==> config.mk <==
export PLATFORM = sky130hd
export DESIGN_NAME = cs_decipher
export DESIGN_NICKNAME = d
export VERILOG_FILES = /design/src/rtl/cs_decipher.sv
export SDC_FILE = /design/constraint.sdc
export NUM_CORES = 2
export LEC_CHECK = 0
export CAP_MARGIN = 20
export CELL_PAD_IN_SITES_DETAIL_PLACEMENT = 2
export CELL_PAD_IN_SITES_GLOBAL_PLACEMENT = 2
export CORE_MARGIN = 2
export CORE_UTILIZATION = 45
export CTS_BUF_LIST = sky130_fd_sc_hd__clkbuf_8
export CTS_CLUSTER_SIZE = 8
export DETAILED_ROUTE_END_ITERATION = 6
export PLACE_DENSITY = 0.94
export SLEW_MARGIN = 20
export SYNTH_ARGS = -nofsm -noshare
export SYNTH_HDL_FRONTEND = slang
export SYNTH_SLANG_ARGS = --single-unit
==> constraint.sdc <==
create_clock -name clk -period 10.94 [get_ports clk]
set_clock_uncertainty 0.05 [all_clocks]
set_input_delay 2.188 -clock clk [delete_from_list [all_inputs] [get_ports clk]]
set_output_delay 2.188 -clock clk [all_outputs]
set_load 0.02 [all_outputs]
==> src/rtl/cs_decipher.sv <==
// CS-Cipher 64-bit block decryption core: AXI-Stream in/out, one inverse round per
// clock, round keys regenerated on reset or rekey and held stable while a block is in flight.

module inv_round (
  input  logic [63:0] data_in,
  input  logic [63:0] subkey,
  output logic [63:0] data_out
);
  localparam logic [31:0] MIX_C = 32'h9e3779b9;

  logic [31:0] a, b, a2, b2;

  // Undo the forward mix: the xor half first, then the modular-add half.
  always_comb begin
    a2       = data_in[63:32];
    b2       = data_in[31:0];
    a        = a2 ^ {b2[24:0], b2[31:25]};
    b        = b2 - ({a[28:0], a[31:29]} ^ MIX_C);
    data_out = {a, b} ^ subkey;
  end
endmodule

module key_sh #(
  parameter int NROUNDS = 8
) (
  input  logic                        clk,
  input  logic                        rst,
  input  logic                        start_key_gen,
  input  logic [127:0]                master_key,
  output logic [64*(NROUNDS+1)-1:0]   round_keys,
  output logic                        keys_ready
);
  logic         gen;
  logic [3:0]   idx;
  logic [127:0] t;

  // keys_ready falls whenever start is withdrawn, so a later start never sees a stale done.
  always_ff @(posedge clk or posedge rst) begin
    if (rst) begin
      gen        <= 1'b0;
      idx        <= '0;
      keys_ready <= 1'b0;
    end else if (!start_key_gen) begin
      gen        <= 1'b0;
      keys_ready <= 1'b0;
    end else if (!gen && !keys_ready) begin
      gen <= 1'b1;
      idx <= '0;
    end else if (gen) begin
      if (idx == 4'(NROUNDS)) begin
        gen        <= 1'b0;
        keys_ready <= 1'b1;
      end else begin
        idx <= idx + 4'd1;
      end
    end
  end

  always_ff @(posedge clk) begin
    if (start_key_gen && !gen && !keys_ready) begin
      t <= master_key;
    end else if (gen) begin
      round_keys[64*idx +: 64] <= t[127:64] ^ {t[50:0], t[63:51]} ^ {16{idx}};
      t                        <= {t[63:0], t[127:64] + t[63:0]};
    end
  end
endmodule

module cs_decipher #(
  parameter int NROUNDS = 8
) (
  input  logic         clk,
  input  logic         rst,
  input  logic         s_axis_tvalid,
  input  logic [63:0]  s_axis_tdata,
  output logic         s_axis_tready,
  output logic         m_axis_tvalid,
  output logic [63:0]  m_axis_tdata,
  input  logic         m_axis_tready,
  input  logic [127:0] master_key,
  input  logic         rekey,
  output logic         busy
);
  localparam int CTR_W = $clog2(NROUNDS);

  typedef enum logic [2:0] {
    IDLE    = 3'd0,
    KEY_GEN = 3'd1,
    READY   = 3'd2,
    ROUNDS  = 3'd3,
    OUTPUT  = 3'd4
  } state_t;

  state_t                     state, state_nxt;
  logic [CTR_W-1:0]           round_counter, ctr_nxt;
  logic [63:0]                state_reg, sreg_nxt;
  logic                       rekey_pending, pend_nxt;
  logic                       start_key_gen, start_nxt;
  logic                       tvalid_nxt, tready_nxt;
  logic [63:0]                tdata_nxt;
  logic [64*(NROUNDS+1)-1:0]  round_keys;
  logic                       keys_ready;
  logic [63:0]                subkey, round_out;

  key_sh #(.NROUNDS(NROUNDS)) u_key_sh (
    .clk           (clk),
    .rst           (rst),
    .start_key_gen (start_key_gen),
    .master_key    (master_key),
    .round_keys    (round_keys),
    .keys_ready    (keys_ready)
  );

  assign subkey = round_keys[64*round_counter +: 64];

  inv_round u_inv_round (
    .data_in  (state_reg),
    .subkey   (subkey),
    .data_out (round_out)
  );

  assign busy = (state != READY);

  always_comb begin
    state_nxt  = state;
    ctr_nxt    = round_counter;
    sreg_nxt   = state_reg;
    pend_nxt   = rekey_pending;
    start_nxt  = start_key_gen;
    tvalid_nxt = m_axis_tvalid;
    tdata_nxt  = m_axis_tdata;
    if (rekey && state != IDLE && state != KEY_GEN) pend_nxt = 1'b1;
    case (state)
      IDLE: begin
        state_nxt = KEY_GEN;
        start_nxt = 1'b1;
        pend_nxt  = 1'b0;
      end
      KEY_GEN: begin
        if (keys_ready) begin
          state_nxt = READY;
          start_nxt = 1'b0;
        end
      end
      READY: begin
        if (rekey_pending) begin
          state_nxt = KEY_GEN;
          start_nxt = 1'b1;
          pend_nxt  = 1'b0;
        end else if (s_axis_tvalid && s_axis_tready) begin
          sreg_nxt  = s_axis_tdata ^ round_keys[64*NROUNDS +: 64];
          ctr_nxt   = CTR_W'(NROUNDS - 1);
          state_nxt = ROUNDS;
        end
      end
      ROUNDS: begin
        sreg_nxt = round_out;
        if (round_counter == '0) begin
          state_nxt  = OUTPUT;
          tvalid_nxt = 1'b1;
          tdata_nxt  = round_out;
        end else begin
          ctr_nxt = round_counter - 1'b1;
        end
      end
      OUTPUT: begin
        if (m_axis_tready) begin
          state_nxt  = READY;
          tvalid_nxt = 1'b0;
        end
      end
      default: state_nxt = IDLE;
    endcase
    tready_nxt = (state_nxt == READY) && !pend_nxt;
  end

  always_ff @(posedge clk or posedge rst) begin
    if (rst) begin
      state         <= IDLE;
      round_counter <= '0;
      state_reg     <= '0;
      rekey_pending <= 1'b0;
      start_key_gen <= 1'b0;
      s_axis_tready <= 1'b0;
      m_axis_tvalid <= 1'b0;
      m_axis_tdata  <= '0;
    end else begin
      state         <= state_nxt;
      round_counter <= ctr_nxt;
      state_reg     <= sreg_nxt;
      rekey_pending <= pend_nxt;
      start_key_gen <= start_nxt;
      s_axis_tready <= tready_nxt;
      m_axis_tvalid <= tvalid_nxt;
      m_axis_tdata  <= tdata_nxt;
    end
  end
endmodule
After elaboration in Yosys (flattened, before gate mapping)
Cells that the tools add are included.
W data, S select, Z words.
{"block": "totals", "reg_bits": 848, "input_bits": 197, "output_inout_bits": 67, "elab_cells": 109}
{"block": "classes", "addsub": 5, "n_eq_ne": 19, "shift": 3, "muxes": 36, "bitwise": 7, "reduce_logical": 26}
{"cell": "$bwmux W576", "n": 1}
{"cell": "$shift A64 B34 Y576 const A", "n": 1}
{"cell": "$shiftx A576 B10 Y64", "n": 1}
{"cell": "$shiftx A64 B34 Y576", "n": 1}
{"cell": "$mux W128", "n": 2}
{"cell": "$xor A64 B64 Y64", "n": 4}
{"cell": "$mux W64", "n": 2}
{"cell": "$pmux W64 S2", "n": 1}
{"cell": "$add A64 B64 Y64", "n": 1}
{"cell": "$neg A10 Y34", "n": 1}
{"cell": "$sub A32 B32 Y32", "n": 1}
{"cell": "$xor A32 B32 Y32", "n": 1}
{"cell": "$mux W3", "n": 8}
{"cell": "$not A20 Y20", "n": 1}
{"cell": "$pmux W3 S5", "n": 1}
{"cell": "$reduce_and A3 Y1", "n": 5}
{"cell": "$mux W1", "n": 14}
{"cell": "$ne A2 B2 Y1 const B", "n": 7}
{"cell": "$mux W4", "n": 3}
{"cell": "$eq A3 B2 Y1 const B", "n": 3}
{"cell": "$ne A2 B1 Y1 const B", "n": 4}
{"cell": "$reduce_bool A2 Y1", "n": 4}
{"cell": "$logic_and A1 B1 Y1", "n": 7}
{"cell": "$logic_not A3 Y1", "n": 2}
{"cell": "15 further kinds", "n": 20}

Longest topological paths before layout
{"block": "depth", "ltp_word": 8, "depth_mapped": 15}

Cells and area by module
Synthesis repeated with hierarchy kept, for this count alone.
{"block": "hier_totals", "cells_unflattened": 3651, "hier_area_um2": 43339.1}
{"mod": "key_sh", "n_inst": 1, "cells_each": 2477, "area_per_inst_um2": 30431.7, "seq_area_each_um2": 21290.4}
{"mod": "cs_decipher", "n_inst": 1, "cells_each": 836, "area_per_inst_um2": 10162.2, "seq_area_each_um2": 3453.3}
{"mod": "inv_round", "n_inst": 1, "cells_each": 338, "area_per_inst_um2": 2745.1, "seq_area_each_um2": 0.0}

Worst setup path after synthesis
No wires, ideal clock.
{"block": "synth_path", "path_kind": "reg2reg", "startpoint": "register, netlist name u_key_sh.idx[0]", "endpoint": "register u_key_sh.round_keys[384], enable pin", "setup_ns": 0.578, "arrival_time_ns": 6.497, "required_ns": 10.312, "slack_ns": 3.815, "path_stages_with_launch": 9, "n_path_buf": 2, "synth_period_minus_slack_ns": 7.125, "path_cell_list": "dfrtp_1 -> clkbuf_1 -> or3_1 -> clkinv_1 -> clkbuf_1 -> ha_1 -> nor3_1 -> nand3_1 -> nor3b_1"}
{"element": "to (signal, indexed assignment)", "line": "63", "text": "round_keys[64*idx +: 64] <= t[127:64] ^ {t[50:0], t[63:51]} ^ {16{idx}};"}
{"element": "to (decl)", "line": "30", "text": "output logic [64*(NROUNDS+1)-1:0] round_keys,"}

==> flow_summary.ini <==
[critical_path]
cp.arrival_ns = 6.39
rrSetupSlack_ns = 5.00
critPathKind = flop to flop
r2r-start = u_key_sh.idx[2]
path_max_fanout = 53
endpoint_kind = flop
r2r-end = u_key_sh.round_keys[58]
required_ns = 11.39
cp-start-kind = flop
r2r_cells = 6
startpoint = u_key_sh.idx[2]

[placement]
place_hpwl_um = 125000
io_buffers = 263
place.gp.congestion = 0.932
dp_slack_ns = 5.74

[routing]
drt-total-wl_um = 216000
top_layer = met5
avgRoutedWirePerCell_um = 41.1
dr_wl_met3_um = 23500
met1_length_um = 73500
met2_length_um = 100000
drt-vias-per-instance = 6.88
first_pass_iters = 6
postRouteAntennaNets = 0
drtIter0Drc = 5419
drc = 0
route.vias.total = 36300

[run]
drv_cap = 0

[sta]
rsz0062_at_grt = false
max_slew.worst_pin.slew_ns = 1.46
fin_crit_sh_pct = 54.3
drv_slew = 0
hold_viol = 0
setup_violations = 0
tns_ns = 0
clock.fmax_mhz = 168
min_period_ns = 5.94
layout_setup_ws_ns = 5.00
relSlewSlack_pct = 2.35

[clock_network]
clock_latency_ns = 0.90
root_buffer = clkbuf_8
post_cts_buffers = 0
hold_buffers = 0
cts_inserted_buffers = 149
cts_tree = yes
cts_resized = 0
clock_sinks = 848
cts_max_level = 4
cts.path.max_buffers = 3
path_clk_slew_ns = 0.06

[global_route]
antenna_found_initial = 10
grt_first_pass_wirelength_um = 290000
grt_max_degree = 111
first_global_vias = 37500
gr-total-overflow = 0
track_usage_pct = 41.9

[layout]
final_nets = 4190
fill_cells = 8998
largest_register_ffs = 576
drive_gt1_share_pct = 11.0
syn_to_final_growth_pct = 16.4

[yosys]
async_reset_ff_share_pct = 17.0
synth_cells = 3646
synth_edf_count = 704
synth_flop_cell = edfxtp_1
yosys_register_bits = 848
ys_types = 78
synth_nets = 3941
synth.yosys.seq_area_share_pct = 58.2
syn_area_um2 = 42500
syn_avg_cell_area_um2 = 11.7
yosys_warnings = 0

[worst_hold_path]
hp-class = flop to flop
holdPathEnd = m_axis_tdata[5]
hold_depth = 2
min_from = m_axis_tdata[5]

[die]
die_w_um = 311
fp.dieH_um = 311
start_util_pct = 45.5
rows = 112
core_um2 = 93500
dieArea_um2 = 96900
io_pins = 264

[status]
status = complete, no violations
cells in the final DEF (no fill, tap or decap), types with 6 or more instances in the layout:
cell type	n
xnor2_1	232
clkinv_1	19
o22ai_1	8
a21o_1	39
o221ai_1	18
o21a_1	8
buf_4	36
nand3_1	26
nand2b_1	7
o21ai_0	131
clkdlybuf4s50_1	263
maj3_1	7
a21oi_1	222
ha_1	96
a211oi_1	14
nand2_1	456
o211ai_1	11
xnor2_2	33
xor2_1	108
nor2b_1	7
nand4_1	19
and2_1	8
dfrtp_1	140
mux2i_1	66
inv_1	97
nor2_1	738
clkinv_2	6
nor3_1	24
edfxtp_1	704
o21bai_1	14
clkbuf_8	177
nor4_1	7
a31oi_1	12
and3_1	8
mux4_2	128
o21ai_1	9
nor2_4	6
how the worst max path moves through the flow:
stage | to
after floorplan | u_key_sh.round_keys[384]
after global placement | state_reg[34]
after detailed placement | u_key_sh.round_keys[60]
after CTS | u_key_sh.round_keys[55]
after global routing | u_key_sh.round_keys[58]
final | u_key_sh.round_keys[58]
area by class of cell:
| type | count | area [um^2] | share of cell area [%] |
|---|---|---|---|
| Sequential cell | 848 | 24800 | 50.1 |
| Multi-Input combinational cell | 2553 | 17200 | 34.7 |
| Timing Repair Buffer | 303 | 2970 | 6.01 |
| Clock buffer | 177 | 2440 | 4.93 |
| Tap cell | 1254 | 1570 | 3.17 |
| Clock inverter | 92 | 395 | 0.799 |
| Inverter | 40 | 155 | 0.314 |
| Antenna cell | 1 | 2.50 | 0.00506 |
stage by stage:
step	area, um^2	cells	util [%]	hold WS [ns]
2_1_floorplan	42500	3646	-	0.419
3_3_place_gp	46400	4997	49.6	0.408
3_5_place_dp	46400	4997	49.6	0.413
4_1_cts	49200	5266	52.7	0.427
5_1_grt	49500	5268	52.9	0.456
6_report	49500	5268	52.9	0.420
logic make-up after synthesis:
family | Yosys count | synth area share, %
AOI/OAI and AO/OA | 538 | 7.70
xor gates and xnor gates | 375 | 7.83
adders and majority gates | 108 | 3.17
buffers and inverters | 245 | 2.18
DFF | 848 | 58.2
muxes | 196 | 8.39
and+or+nand+nor | 1336 | 12.5
synth_stat cells, types with 24 or more instances:
cell / instances / area share, %
a21o_1: 39 / 0.69
a21oi_1: 222 / 2.6
buf_1: 36 / 0.32
clkbuf_1: 165 / 1.5
dfrtp_1: 144 / 8.5
edfxtp_1: 704 / 50
ha_1: 96 / 2.8
inv_1: 38 / 0.34
mux2i_1: 66 / 1.6
mux4_2: 128 / 6.8
nand2_1: 459 / 4.1
nand3_1: 29 / 0.34
nor2_1: 744 / 6.6
nor3_1: 24 / 0.28
o21ai_0: 131 / 1.5
xnor2_1: 263 / 5.4
xor2_1: 108 / 2.2
per-layer routing:
| metal | vias up | GRT usage [%] |
|---|---|---|
| met1 | 18400 | 49.7 |
| met2 | 3384 | 67.9 |
| li1 | 13500 | - |
| met3 | 1008 | 10.0 |
| met4 | 8 | 27.9 |
| met5 | - | 0 |
worst max-delay path, stage by stage, from the launching register on:
cell	delay [ns]
dfrtp_2	1.02
or3_1	0.28
clkinv_1	0.69
ha_1	0.78
nor4_1	0.98
and3_2	0.71
buf_4	0.94
Power is not shown: default switching activity piles up to over one toggle a cycle in this logic, so the estimate is an artifact.
